## src/rtl/riscv_dift_tag_unit_pkg.sv

```systemverilog
// Shared DIFT definitions: instruction classes, TCR/TPR bit layout, propagation
// modes and the tag-unit FSM states.
package riscv_dift_tag_unit_pkg;

  localparam int unsigned TCR_WIDTH = 22;
  localparam int unsigned TPR_WIDTH = 18;

  typedef enum logic [2:0] {
    CLASS_INT     = 3'd0,
    CLASS_BRANCH  = 3'd1,
    CLASS_JUMP    = 3'd2,
    CLASS_SHIFT   = 3'd3,
    CLASS_CMP     = 3'd4,
    CLASS_LOGICAL = 3'd5,
    CLASS_LOAD    = 3'd6,
    CLASS_STORE   = 3'd7
  } dift_class_e;

  typedef enum logic [1:0] {
    RUN,
    REQ,
    FLUSH
  } dift_state_e;

  typedef struct packed {
    logic rs1;
    logic rs2;
    logic rd_old;
    logic mem;
    logic pc;
  } dift_tags_t;

  // TCR check-enable bit indices; jumps only check their source register.
  localparam int unsigned INT_CHECK_S1     = 0;
  localparam int unsigned INT_CHECK_S2     = 1;
  localparam int unsigned INT_CHECK_D      = 2;
  localparam int unsigned BRANCH_CHECK_S1  = 3;
  localparam int unsigned BRANCH_CHECK_S2  = 4;
  localparam int unsigned JUMP_CHECK_S1    = 5;
  localparam int unsigned SHIFT_CHECK_S1   = 6;
  localparam int unsigned SHIFT_CHECK_S2   = 7;
  localparam int unsigned SHIFT_CHECK_D    = 8;
  localparam int unsigned CMP_CHECK_S1     = 9;
  localparam int unsigned CMP_CHECK_S2     = 10;
  localparam int unsigned CMP_CHECK_D      = 11;
  localparam int unsigned LOGICAL_CHECK_S1 = 12;
  localparam int unsigned LOGICAL_CHECK_S2 = 13;
  localparam int unsigned LOGICAL_CHECK_D  = 14;
  localparam int unsigned LOAD_CHECK_S     = 15;
  localparam int unsigned LOAD_CHECK_SA    = 16;
  localparam int unsigned LOAD_CHECK_D     = 17;
  localparam int unsigned STORE_CHECK_S    = 18;
  localparam int unsigned STORE_CHECK_D    = 19;
  localparam int unsigned STORE_CHECK_DA   = 20;
  localparam int unsigned EXECUTE_PC       = 21;

  // TPR propagation-mode field bit indices; bit 14 is reserved.
  localparam int unsigned TPR_INT_LOW       = 0;
  localparam int unsigned TPR_INT_HIGH      = 1;
  localparam int unsigned TPR_JUMP_LOW      = 2;
  localparam int unsigned TPR_JUMP_HIGH     = 3;
  localparam int unsigned TPR_SHIFT_LOW     = 4;
  localparam int unsigned TPR_SHIFT_HIGH    = 5;
  localparam int unsigned TPR_CMP_LOW       = 6;
  localparam int unsigned TPR_CMP_HIGH      = 7;
  localparam int unsigned TPR_LOGICAL_LOW   = 8;
  localparam int unsigned TPR_LOGICAL_HIGH  = 9;
  localparam int unsigned TPR_STORE_LOW     = 10;
  localparam int unsigned TPR_STORE_HIGH    = 11;
  localparam int unsigned TPR_LOAD_LOW      = 12;
  localparam int unsigned TPR_LOAD_HIGH     = 13;
  localparam int unsigned TPR_STORE_DATA_EN = 15;
  localparam int unsigned TPR_LOAD_ADDR_EN  = 16;
  localparam int unsigned TPR_STORE_ADDR_EN = 17;

  localparam logic [1:0] ALU_MODE_OLD   = 2'b00;
  localparam logic [1:0] ALU_MODE_AND   = 2'b01;
  localparam logic [1:0] ALU_MODE_OR    = 2'b10;
  localparam logic [1:0] ALU_MODE_CLEAR = 2'b11;

  function automatic logic prop_result(logic [1:0] mode, logic a, logic b, logic old);
    logic r;
    case (mode)
      ALU_MODE_AND:   r = a & b;
      ALU_MODE_OR:    r = a | b;
      ALU_MODE_CLEAR: r = 1'b0;
      default:        r = old;
    endcase
    return r;
  endfunction

endpackage

```

## src/rtl/riscv_dift_tag_unit_prio_enc.sv

```systemverilog
// Lowest-set-bit priority encoder with an any-bit flag; selects the violated
// check reported as the security exception cause.
module riscv_dift_prio_enc #(
  parameter int unsigned WIDTH     = 22,
  parameter int unsigned IDX_WIDTH = 5
) (
  input  logic [WIDTH-1:0]     vec_i,
  output logic [IDX_WIDTH-1:0] idx_o,
  output logic                 any_o
);

  always_comb begin
    idx_o = '0;
    for (int unsigned i = WIDTH; i > 0; i--) begin
      if (vec_i[i-1]) idx_o = IDX_WIDTH'(i - 1);
    end
  end

  assign any_o = |vec_i;

endmodule

```

## src/rtl/riscv_dift_tag_unit.sv

```systemverilog
// EX-stage DIFT tag unit: TCR violation check, TPR tag propagation and the
// security-exception req/ack handshake with pipeline stall.
module riscv_dift_tag_unit
  import riscv_dift_tag_unit_pkg::*;
#(
  parameter int unsigned CNT_WIDTH   = 16,
  parameter int unsigned CAUSE_WIDTH = 5
) (
  input  logic                   clk,
  input  logic                   rst_n,
  input  logic [TCR_WIDTH-1:0]   tcr_i,
  input  logic [TPR_WIDTH-1:0]   tpr_i,
  input  logic                   valid_i,
  input  logic [2:0]             class_i,
  input  logic                   tag_rs1_i,
  input  logic                   tag_rs2_i,
  input  logic                   tag_rd_old_i,
  input  logic                   tag_mem_i,
  input  logic                   tag_pc_i,
  output logic                   tag_o,
  output logic                   tag_we_o,
  output logic                   exc_req_o,
  output logic [CAUSE_WIDTH-1:0] exc_cause_o,
  input  logic                   exc_ack_i,
  output logic                   stall_o,
  output logic [CNT_WIDTH-1:0]   viol_cnt_o,
  input  logic                   viol_clr_i
);

  dift_class_e            cls;
  dift_tags_t             tags;
  dift_state_e            state_q;
  logic [TCR_WIDTH-1:0]   viol_d;
  logic                   viol_any;
  logic [CAUSE_WIDTH-1:0] cause_d, cause_q;
  logic [1:0]             mode;
  logic                   op_a, op_b, op_old;
  logic                   tag_d, tag_q, tag_we_q, exc_req_q;
  logic                   enter_req;
  logic [CNT_WIDTH-1:0]   cnt_q;
  logic                   unused_tpr;

  assign cls        = dift_class_e'(class_i);
  assign tags       = '{rs1: tag_rs1_i, rs2: tag_rs2_i, rd_old: tag_rd_old_i,
                        mem: tag_mem_i, pc: tag_pc_i};
  assign unused_tpr = tpr_i[14];

  always_comb begin
    viol_d = '0;
    unique case (cls)
      CLASS_INT: begin
        viol_d[INT_CHECK_S1] = tcr_i[INT_CHECK_S1] & tags.rs1;
        viol_d[INT_CHECK_S2] = tcr_i[INT_CHECK_S2] & tags.rs2;
        viol_d[INT_CHECK_D]  = tcr_i[INT_CHECK_D]  & tags.rd_old;
      end
      CLASS_BRANCH: begin
        viol_d[BRANCH_CHECK_S1] = tcr_i[BRANCH_CHECK_S1] & tags.rs1;
        viol_d[BRANCH_CHECK_S2] = tcr_i[BRANCH_CHECK_S2] & tags.rs2;
      end
      CLASS_JUMP: viol_d[JUMP_CHECK_S1] = tcr_i[JUMP_CHECK_S1] & tags.rs1;
      CLASS_SHIFT: begin
        viol_d[SHIFT_CHECK_S1] = tcr_i[SHIFT_CHECK_S1] & tags.rs1;
        viol_d[SHIFT_CHECK_S2] = tcr_i[SHIFT_CHECK_S2] & tags.rs2;
        viol_d[SHIFT_CHECK_D]  = tcr_i[SHIFT_CHECK_D]  & tags.rd_old;
      end
      CLASS_CMP: begin
        viol_d[CMP_CHECK_S1] = tcr_i[CMP_CHECK_S1] & tags.rs1;
        viol_d[CMP_CHECK_S2] = tcr_i[CMP_CHECK_S2] & tags.rs2;
        viol_d[CMP_CHECK_D]  = tcr_i[CMP_CHECK_D]  & tags.rd_old;
      end
      CLASS_LOGICAL: begin
        viol_d[LOGICAL_CHECK_S1] = tcr_i[LOGICAL_CHECK_S1] & tags.rs1;
        viol_d[LOGICAL_CHECK_S2] = tcr_i[LOGICAL_CHECK_S2] & tags.rs2;
        viol_d[LOGICAL_CHECK_D]  = tcr_i[LOGICAL_CHECK_D]  & tags.rd_old;
      end
      CLASS_LOAD: begin
        viol_d[LOAD_CHECK_S]  = tcr_i[LOAD_CHECK_S]  & tags.mem;
        viol_d[LOAD_CHECK_SA] = tcr_i[LOAD_CHECK_SA] & tags.rs1;
        viol_d[LOAD_CHECK_D]  = tcr_i[LOAD_CHECK_D]  & tags.rd_old;
      end
      CLASS_STORE: begin
        viol_d[STORE_CHECK_S]  = tcr_i[STORE_CHECK_S]  & tags.rs2;
        viol_d[STORE_CHECK_D]  = tcr_i[STORE_CHECK_D]  & tags.mem;
        viol_d[STORE_CHECK_DA] = tcr_i[STORE_CHECK_DA] & tags.rs1;
      end
    endcase
    viol_d[EXECUTE_PC] = tcr_i[EXECUTE_PC] & tags.pc;
  end

  riscv_dift_prio_enc #(
    .WIDTH     (TCR_WIDTH),
    .IDX_WIDTH (CAUSE_WIDTH)
  ) u_prio_enc (
    .vec_i (viol_d),
    .idx_o (cause_d),
    .any_o (viol_any)
  );

  // Memory classes swap in the memory tag and gate address/data tags by TPR enables.
  always_comb begin
    mode   = ALU_MODE_OLD;
    op_a   = tags.rs1;
    op_b   = tags.rs2;
    op_old = tags.rd_old;
    unique case (cls)
      CLASS_INT:     mode = {tpr_i[TPR_INT_HIGH],     tpr_i[TPR_INT_LOW]};
      CLASS_BRANCH:  mode = ALU_MODE_OLD;
      CLASS_JUMP:    mode = {tpr_i[TPR_JUMP_HIGH],    tpr_i[TPR_JUMP_LOW]};
      CLASS_SHIFT:   mode = {tpr_i[TPR_SHIFT_HIGH],   tpr_i[TPR_SHIFT_LOW]};
      CLASS_CMP:     mode = {tpr_i[TPR_CMP_HIGH],     tpr_i[TPR_CMP_LOW]};
      CLASS_LOGICAL: mode = {tpr_i[TPR_LOGICAL_HIGH], tpr_i[TPR_LOGICAL_LOW]};
      CLASS_LOAD: begin
        mode = {tpr_i[TPR_LOAD_HIGH], tpr_i[TPR_LOAD_LOW]};
        op_a = tags.mem;
        op_b = tags.rs1 & tpr_i[TPR_LOAD_ADDR_EN];
      end
      CLASS_STORE: begin
        mode   = {tpr_i[TPR_STORE_HIGH], tpr_i[TPR_STORE_LOW]};
        op_a   = tags.rs2 & tpr_i[TPR_STORE_DATA_EN];
        op_b   = tags.rs1 & tpr_i[TPR_STORE_ADDR_EN];
        op_old = tags.mem;
      end
    endcase
    tag_d = prop_result(mode, op_a, op_b, op_old);
  end

  assign enter_req = (state_q == RUN) && valid_i && viol_any;

  always_ff @(posedge clk or negedge rst_n) begin
    if (!rst_n) begin
      state_q   <= RUN;
      tag_q     <= 1'b0;
      tag_we_q  <= 1'b0;
      exc_req_q <= 1'b0;
      cause_q   <= '0;
      cnt_q     <= '0;
    end else begin
      tag_we_q <= 1'b0;
      if (viol_clr_i) begin
        cnt_q <= '0;
      end else if (enter_req && (cnt_q != '1)) begin
        cnt_q <= cnt_q + CNT_WIDTH'(1);
      end
      unique case (state_q)
        RUN: begin
          if (valid_i) begin
            tag_q    <= tag_d;
            tag_we_q <= (cls != CLASS_BRANCH) && !viol_any;
            if (viol_any) begin
              state_q   <= REQ;
              exc_req_q <= 1'b1;
              cause_q   <= cause_d;
            end
          end
        end
        REQ: begin
          if (exc_ack_i) begin
            state_q   <= FLUSH;
            exc_req_q <= 1'b0;
            cause_q   <= '0;
          end
        end
        FLUSH:   state_q <= RUN;
        default: state_q <= RUN;
      endcase
    end
  end

  assign tag_o       = tag_q;
  assign tag_we_o    = tag_we_q;
  assign exc_req_o   = exc_req_q;
  assign exc_cause_o = cause_q;
  assign stall_o     = (state_q != RUN);
  assign viol_cnt_o  = cnt_q;

endmodule

```

## config.mk

```make
export PLATFORM = sky130hd
export DESIGN_NAME = riscv_dift_tag_unit
export DESIGN_NICKNAME = d
export VERILOG_FILES = /design/src/rtl/riscv_dift_tag_unit_pkg.sv /design/src/rtl/riscv_dift_tag_unit_prio_enc.sv /design/src/rtl/riscv_dift_tag_unit.sv
export SDC_FILE = /design/constraint.sdc
export NUM_CORES = 1
export LEC_CHECK = 0
export ABC_AREA = 1
export BUFFER_PORTS_ARGS = -buffer_cell sky130_fd_sc_hd__buf_4
export CAP_MARGIN = 20
export CORE_MARGIN = 3
export CORE_UTILIZATION = 35
export CTS_BUF_LIST = sky130_fd_sc_hd__clkbuf_4 sky130_fd_sc_hd__clkbuf_8 sky130_fd_sc_hd__clkbuf_16
export DETAILED_ROUTE_END_ITERATION = 7
export PLACE_DENSITY = 0.61
export REMOVE_ABC_BUFFERS = 1
export SLEW_MARGIN = 20
export SYNTH_ARGS = -nofsm -noshare
export SYNTH_HDL_FRONTEND = slang
export SYNTH_SLANG_ARGS = --single-unit
```

## constraint.sdc

```tcl
create_clock -name clk -period 2.3 [get_ports clk]
set_clock_uncertainty 0.05 [all_clocks]
set_input_delay 0.46 -clock clk [delete_from_list [all_inputs] [get_ports clk]]
set_output_delay 0.46 -clock clk [all_outputs]
set_load 0.01 [all_outputs]
```

==> metrics.yaml, run 1 <==
status: "complete, no violations"
first_iter_violations: 90
cp.required_ns: 2.43
ys_ff_latch: 26
post-route-min-period_ns: 2.15
reg2reg_slack_ns: 0.24
synthSimpleGateAreaFrac_pct: 40.4
die_y_um: 79.9
peakVddDrop_mv: 0.265
antenna_left: 0
drive_gt1_share_pct: 39.0
netlist_instances: 271
setup_viol: 0
leakagePower_nw: 1.56
ys_seq_area_share_pct: 34.0
synth_compound_gate_area_share_pct: 17.1
core_sq_um: 5200
clkLatencyLatePin_ns: 0.28
vias: 2237
muxShareOfSynthArea_pct: 0
grtUsageTotal_pct: 18.8
antenna_found_initial: 0
area_delta_synth_final_pct: 57.7
p_total_w: 0.00146
grt_pass1_wl_um: 9690
synth_top_family_by_area: "simple AND/OR/NAND/NOR gates"
cp-start-kind: "primary input"
synth_area_leaders: "dfrtp_1 (34%), nand2_1 (15%), nand3_1 (8.1%), inv_1 (4.9%), o21ai_0 (4.7%)"
nFillCells: 507
cts_sinks: 26
slew_violations: 0
finalNonFillerCells: 457
crit_end: "viol_cnt_o[7]$_DFFE_PN0P_"
hold_slack_ns: 0.0178
h-tree-depth: 1
drc: 0
crit_start: "class_i[0]"
ys_types: 40
crit_fanout: 8
synth.cell_area_sq_um: 1910
placement_rows: 26
hold_class: "primary input to async pin"
post_synth.cell_area_avg_sq_um: 7.05
wl_um: 5910
cts_tree: "built"
routedWlPerCell_um: 12.9
root_buffer: "clkbuf_8"
start_util_pct: 36.7
first_global_vias: 2148
synthFlopType: "dfrtp_1"
synth_warnings: 0
nNetsFinal: 442
arrival_ns: 2.27
critPathCaptureType: "flop"
met1_length_um: 2840
relSlewSlack_pct: 78.0
synthArstFlopShare_pct: 100
tns_ns: 0
numPortBuffers: 76
worstMarginPinSlew_ns: 0.328
pin_count: 78
grt_overflow: 0
dr.max_layer_used: "met4"
clk_pin_slew_worst_paths_ns: 0.10
reg2reg_depth: 11
floorplan.die_area_sq_um: 6380
fin_crit_sh_pct: 93.4
synth_edf_count: 0
yosysTopAreaCell: "dfrtp_1"
cts_buffer_depth: 2
via_per_inst: 4.89
max_freq_ghz: 0.466
critical_path_class: "primary input to flop"
yosys.area_share.adder_pct: 0.654
final_cell_mix: "buf_4 (116), nand2_1 (74), nand3_1 (28)"
dp_hpwl_um: 4830
met3RoutedLength_um: 255
diodes: 0
maxCapViolCount: 0
gp_congestion: 0.864
hold_violations: 0
r2r-end: "viol_cnt_o[8]$_DFFE_PN0P_"
detail_route.first_pass.iterations: 4
placedCellCount: 453
utilization_pct: 57.9
numCtsBuffers: 3
layout_commonest_cell: "buf_4"
p_per_area_nw_per_um2: 486
dieWidth_um: 79.9
grt_max_degree: 27
rr_startpoint: "viol_cnt_o[0]$_DFFE_PN0P_"
synth_top_area_share_pct: 34.0
wl_met2_um: 2790
synth_xor_area_share_pct: 0.458
==> critical path, cell delays in order <==
cell     delay [ns]
buf_6          0.14
inv_4          0.07
nor3_4         0.28
nand3_1        0.15
nand2_1        0.09
nor2_1         0.06
nand2_2        0.07
nor2_2         0.05
nand2_4        0.06
nand2_4        0.05
a21oi_4        0.18
inv_6          0.07
nor2_8         0.09
nand4_4        0.13
nor2_4         0.13
a21oi_1        0.07
o21a_1         0.10
==> layer usage <==
layer | up-vias | track usage (%)
li1 | 1154 | -
met5 | - | 0
met1 | 1031 | 27.0
met2 | 50 | 30.2
met4 | 0 | 2.20
met3 | 2 | 3.39
==> flip-flops by register name (all words and copies together), names as in the netlist <==
name,flops
state_q,2
viol_cnt_o,16
tag_we_o,1
tag_o,1
exc_req_o,1
exc_cause_o,5
==> final cells by class <==
class / instances / area [sq um] / area share (%)
tap: 70 / 87.6 / 2.91
multi-input combinational: 211 / 1210 / 40.0
clock inverter: 1 / 30.0 / 0.996
clock buffer: 3 / 41.3 / 1.37
inverter: 29 / 116 / 3.86
sequential: 26 / 651 / 21.6
timing repair buffer: 117 / 882 / 29.3
==> timing repair <==
item	CTS	global route
setup endpoints to repair	0	16
setup buffers	0	0
hold endpoints to repair	0	0
hold buffers	0	0
gates resized for setup	0	20
==> cells by family (layout without fill, tap and decap cells) <==
family,after synthesis,in the layout
buffers and inverters,34,150
and+or+nand+nor,157,157
DFF,26,26
xor gates and xnor gates,1,1
AOI/OAI and AO/OA,52,52
adders and majority gates,1,1
==> power by group <==
part           switching [W]  internal (W)
sequential         0.0000361      0.000512
clock               0.000151      0.000233
combinational       0.000273      0.000259
==> how the worst min path moves through the flow <==
stage                                            end  cells after the start  slack (ns)  start
after CTS                          tag_o$_DFFE_PN0P_                      1        0.03  rst_n
after floorplan           exc_cause_o[0]$_DFFE_PN0P_                      0        0.11  rst_n
after detailed placement           tag_o$_DFFE_PN0P_                      1        0.34  rst_n
final                              tag_o$_DFFE_PN0P_                      1        0.02  rst_n
after global placement            tag_we_o$_DFF_PN0_                      1        0.33  rst_n
after global routing               tag_o$_DFFE_PN0P_                      1        0.05  rst_n
==> synthesized netlist by cell type (2+ instances only) <==
master	number
nand2_1	74
nand3_1	31
dfrtp_1	26
inv_1	25
nor2_1	23
o21ai_0	18
a21oi_1	13
nor3_1	10
a211oi_1	4
clkbuf_1	3
nor2_2	3
a221oi_1	2
a22o_1	2
a22oi_1	2
and2_1	2
buf_4	2
inv_2	2
nand2_2	2
nand2_4	2
nor3_4	2
o211ai_1	2
o21a_1	2
o31ai_1	2
==> stage by stage <==
stage / cell area [sq um] / setup WS (ns)
after floorplan: 1890 / 0.0577
after global placement: 2850 / -0.170
final: 3010 / 0.152
after detailed placement: 2850 / -0.271
after global routing: 3010 / -0.0408
after CTS: 2920 / 0.0210
(Power assumes the default switching activity.)
==> run 2: changes to the inputs <==
Settings changed: ABC_AREA 1 to not set, PLACE_DENSITY 0.61 to not set.
==> run 2 against run 1 <==
Compared with the run above:
- maximum frequency shrank 3.1%
- highest routed layer unchanged
- register-to-register slack got worse by 0.14 ns
- clock power barely moved
- first-iteration DRC count rose by 19%
- critical path depth fell by 10
- sequential share of layout area shrank 2.0 points
- critical endpoint is now viol_cnt_o[4]$_DFFE_PN0P_
- non-clock buffer count increased by 11
- via count rose by 11%
- flip-flop and latch count unchanged
- synthesized area up 15%
- power increased by 20%
- utilization down 2.4 points
==> metrics.yaml, run 2 <==
status: "complete, no violations"
die_y_um: 85.1
synthSimpleGateAreaFrac_pct: 31.3
post_synth.cell_area_avg_sq_um: 8.02
ys_ff_latch: 26
first_iter_violations: 107
path_buf_inv: 1
gp_congestion: 0.820
cts_tree: "built"
cp_top_family: "simple AND/OR/NAND/NOR gates"
slew_violations: 0
cp-start-kind: "primary input"
max_freq_ghz: 0.451
final_cell_mix: "buf_4 (127), nand2_1 (31), dfrtp_1 (26)"
peakVddDrop_mv: 0.331
netlist_top_cells_count: "nand2_1 (31), dfrtp_1 (26), nor2_1 (25), a21oi_1 (15)"
critPathCaptureType: "flop"
nNetsFinal: 446
worstMarginPinSlew_ns: 0.461
synthFlopType: "dfrtp_1"
netlist_instances: 273
maxCapViolCount: 0
cpMaxStageDelayCell: "or4_4"
arrival_ns: 2.34
synth_top_area_share_pct: 29.7
pin_count: 78
critical_path_class: "primary input to flop"
dieWidth_um: 85.1
synthArstFlopShare_pct: 100
grtUsageTotal_pct: 19.5
hold_slack_ns: 0.0195
antenna_left: 0
tns_ns: 0
diodes: 0
ys_seq_area_share_pct: 29.7
start_util_pct: 36.5
synth_warnings: 0
fin_crit_sh_pct: 96.3
floorplan.die_area_sq_um: 7240
core_sq_um: 5990
leakagePower_nw: 1.57
numCtsBuffers: 3
nFillCells: 581
yosysTopAreaCell: "dfrtp_1"
grt_overflow: 0
cp.required_ns: 2.42
ys_types: 60
largest_register_ffs: 16
wl_um: 6940
grt_max_degree: 30
synth_xor_area_share_pct: 0.400
hold_class: "primary input to async pin"
synth_edf_count: 0
utilization_pct: 55.5
crit_fanout: 6
h-tree-depth: 1
cts_sinks: 26
p_per_area_nw_per_um2: 526
grt_pass1_wl_um: 11700
clk_pin_slew_worst_paths_ns: 0.10
cpPeakStageDelay_ns: 0.56
synth.cell_area_sq_um: 2190
drive_gt1_share_pct: 42.5
via_per_inst: 5.35
antenna_found_initial: 0
routedWlPerCell_um: 14.9
post-route-min-period_ns: 2.22
synth_top_family_by_area: "simple AND/OR/NAND/NOR gates"
layout_commonest_cell: "buf_4"
root_buffer: "clkbuf_8"
clkLatencyLatePin_ns: 0.28
synth_area_leaders: "dfrtp_1 (30%), nand2_1 (5.3%), mux2_2 (4.6%), nor2_1 (4.3%), a21oi_1 (3.4%)"
drc: 0
muxShareOfSynthArea_pct: 9.09
vias: 2494
cts_hold_buf: 0
postLayoutCellArea_sq_um: 3330
synthMostInstantiatedCell: "nand2_1"
setup_viol: 0
area_delta_synth_final_pct: 51.9
dpl_cell_area_sq_um: 3170
path_cells: "buf_4, nor4b_2, a32o_2, or4_4, o31a_1, nand4_1, mux2_1"
yosys.area_share.adder_pct: 0.571
first_global_vias: 2415
hold_violations: 0
numPortBuffers: 76
synth_compound_gate_area_share_pct: 23.9
placement_rows: 28
dp_hpwl_um: 5530
rsz0062_at_grt: "yes"
cts_buffer_depth: 2
detail_route.first_pass.iterations: 4
relSlewSlack_pct: 68.5
-- run 2: cell count changes after synthesis, moves of 5 or more --
| cell | previous run | this run |
|---|---|---|
| mux2_2 | 0 | 9 |
| clkbuf_1 | 3 | 10 |
| nand3_1 | 31 | 13 |
| o21ai_0 | 18 | 13 |
| nand4_1 | 1 | 7 |
| inv_1 | 25 | 11 |
| nor3b_1 | 0 | 5 |
| nand2_1 | 74 | 31 |
| and3_1 | 0 | 9 |
| nor2b_1 | 0 | 12 |
-- run 2: final timing paths --
| path | startpoint | cells after the start | slack [ns] | endpoint |
|---|---|---|---|---|
| setup / recovery | tag_rs1_i | 7 | 0.08 | viol_cnt_o[4]$_DFFE_PN0P_ |
| hold / removal | rst_n | 1 | 0.02 | viol_cnt_o[5]$_DFFE_PN0P_ |
| setup reg to reg | viol_cnt_o[10]$_DFFE_PN0P_ | 6 | 0.10 | viol_cnt_o[11]$_DFFE_PN0P_ |
| hold reg to reg | exc_cause_o[1]$_DFFE_PN0P_ | 2 | 0.50 | exc_cause_o[1]$_DFFE_PN0P_ |
| max in group asynchronous | rst_n | 1 | 1.91 | exc_cause_o[1]$_DFFE_PN0P_ |
| min in group clk | exc_ack_i | 3 | 0.37 | state_q[1]$_DFFE_PN0P_ |
-- run 2: repair_timing --
action                                  CTS  global route
resized for setup                         0            17
endpoints found under the setup margin    0            14
setup buffers                             0             1
-- run 2: per-stage QoR --
stage               total power (W)  setup WS (ns)  instances
floorplan                  0.000926        -0.0901        259
global placement            0.00133         -0.242        462
detailed placement          0.00134         -0.246        462
CTS                         0.00173        0.00950        466
global route                0.00187       -0.00491        466
finish                      0.00175         0.0842        466
-- run 2: kinds of logic after synthesis --
kind of cell,Yosys count
multiplexers,16
XOR/XNOR,1
adder cells (fa/ha/maj),1
AO/OA/AOI/OAI,74
AND/OR/NAND/NOR,130
flip-flops,26
buffers and inverters,25
-- run 2: final cells by class --
type                            count  area (sq um)  share of cell area, %
Timing Repair Buffer              128           965                   29.0
Clock inverter                      1          30.0                  0.903
Clock buffer                        3          41.3                   1.24
Sequential cell                    26           651                   19.6
Tap cell                           75          93.8                   2.82
Multi-Input combinational cell    222          1510                   45.2
Inverter                           11          41.3                   1.24
-- run 2: report_power, final --
part | switching (W) | total, W | internal, W
clock network | 0.000152 | 0.000385 | 0.000233
registers | 0.0000646 | 0.000595 | 0.000531
logic | 0.000371 | 0.000771 | 0.000400
-- run 2: layer usage --
layer  wire, um  up-vias  GRT usage, %
li1           -     1261             -
met1       3260     1177          28.8
met2       3370       54          30.6
met3        280        2          2.72
met4         37        0          3.31
met5          0        -             0
-- run 2: worst register-to-register path, stage by stage (launching register included) --
cell	delay, ns
dfrtp_1	0.40
nand4_1	0.18
or4_4	0.56
and2_4	0.19
a21oi_4	0.28
a21oi_1	0.13
mux2_2	0.28
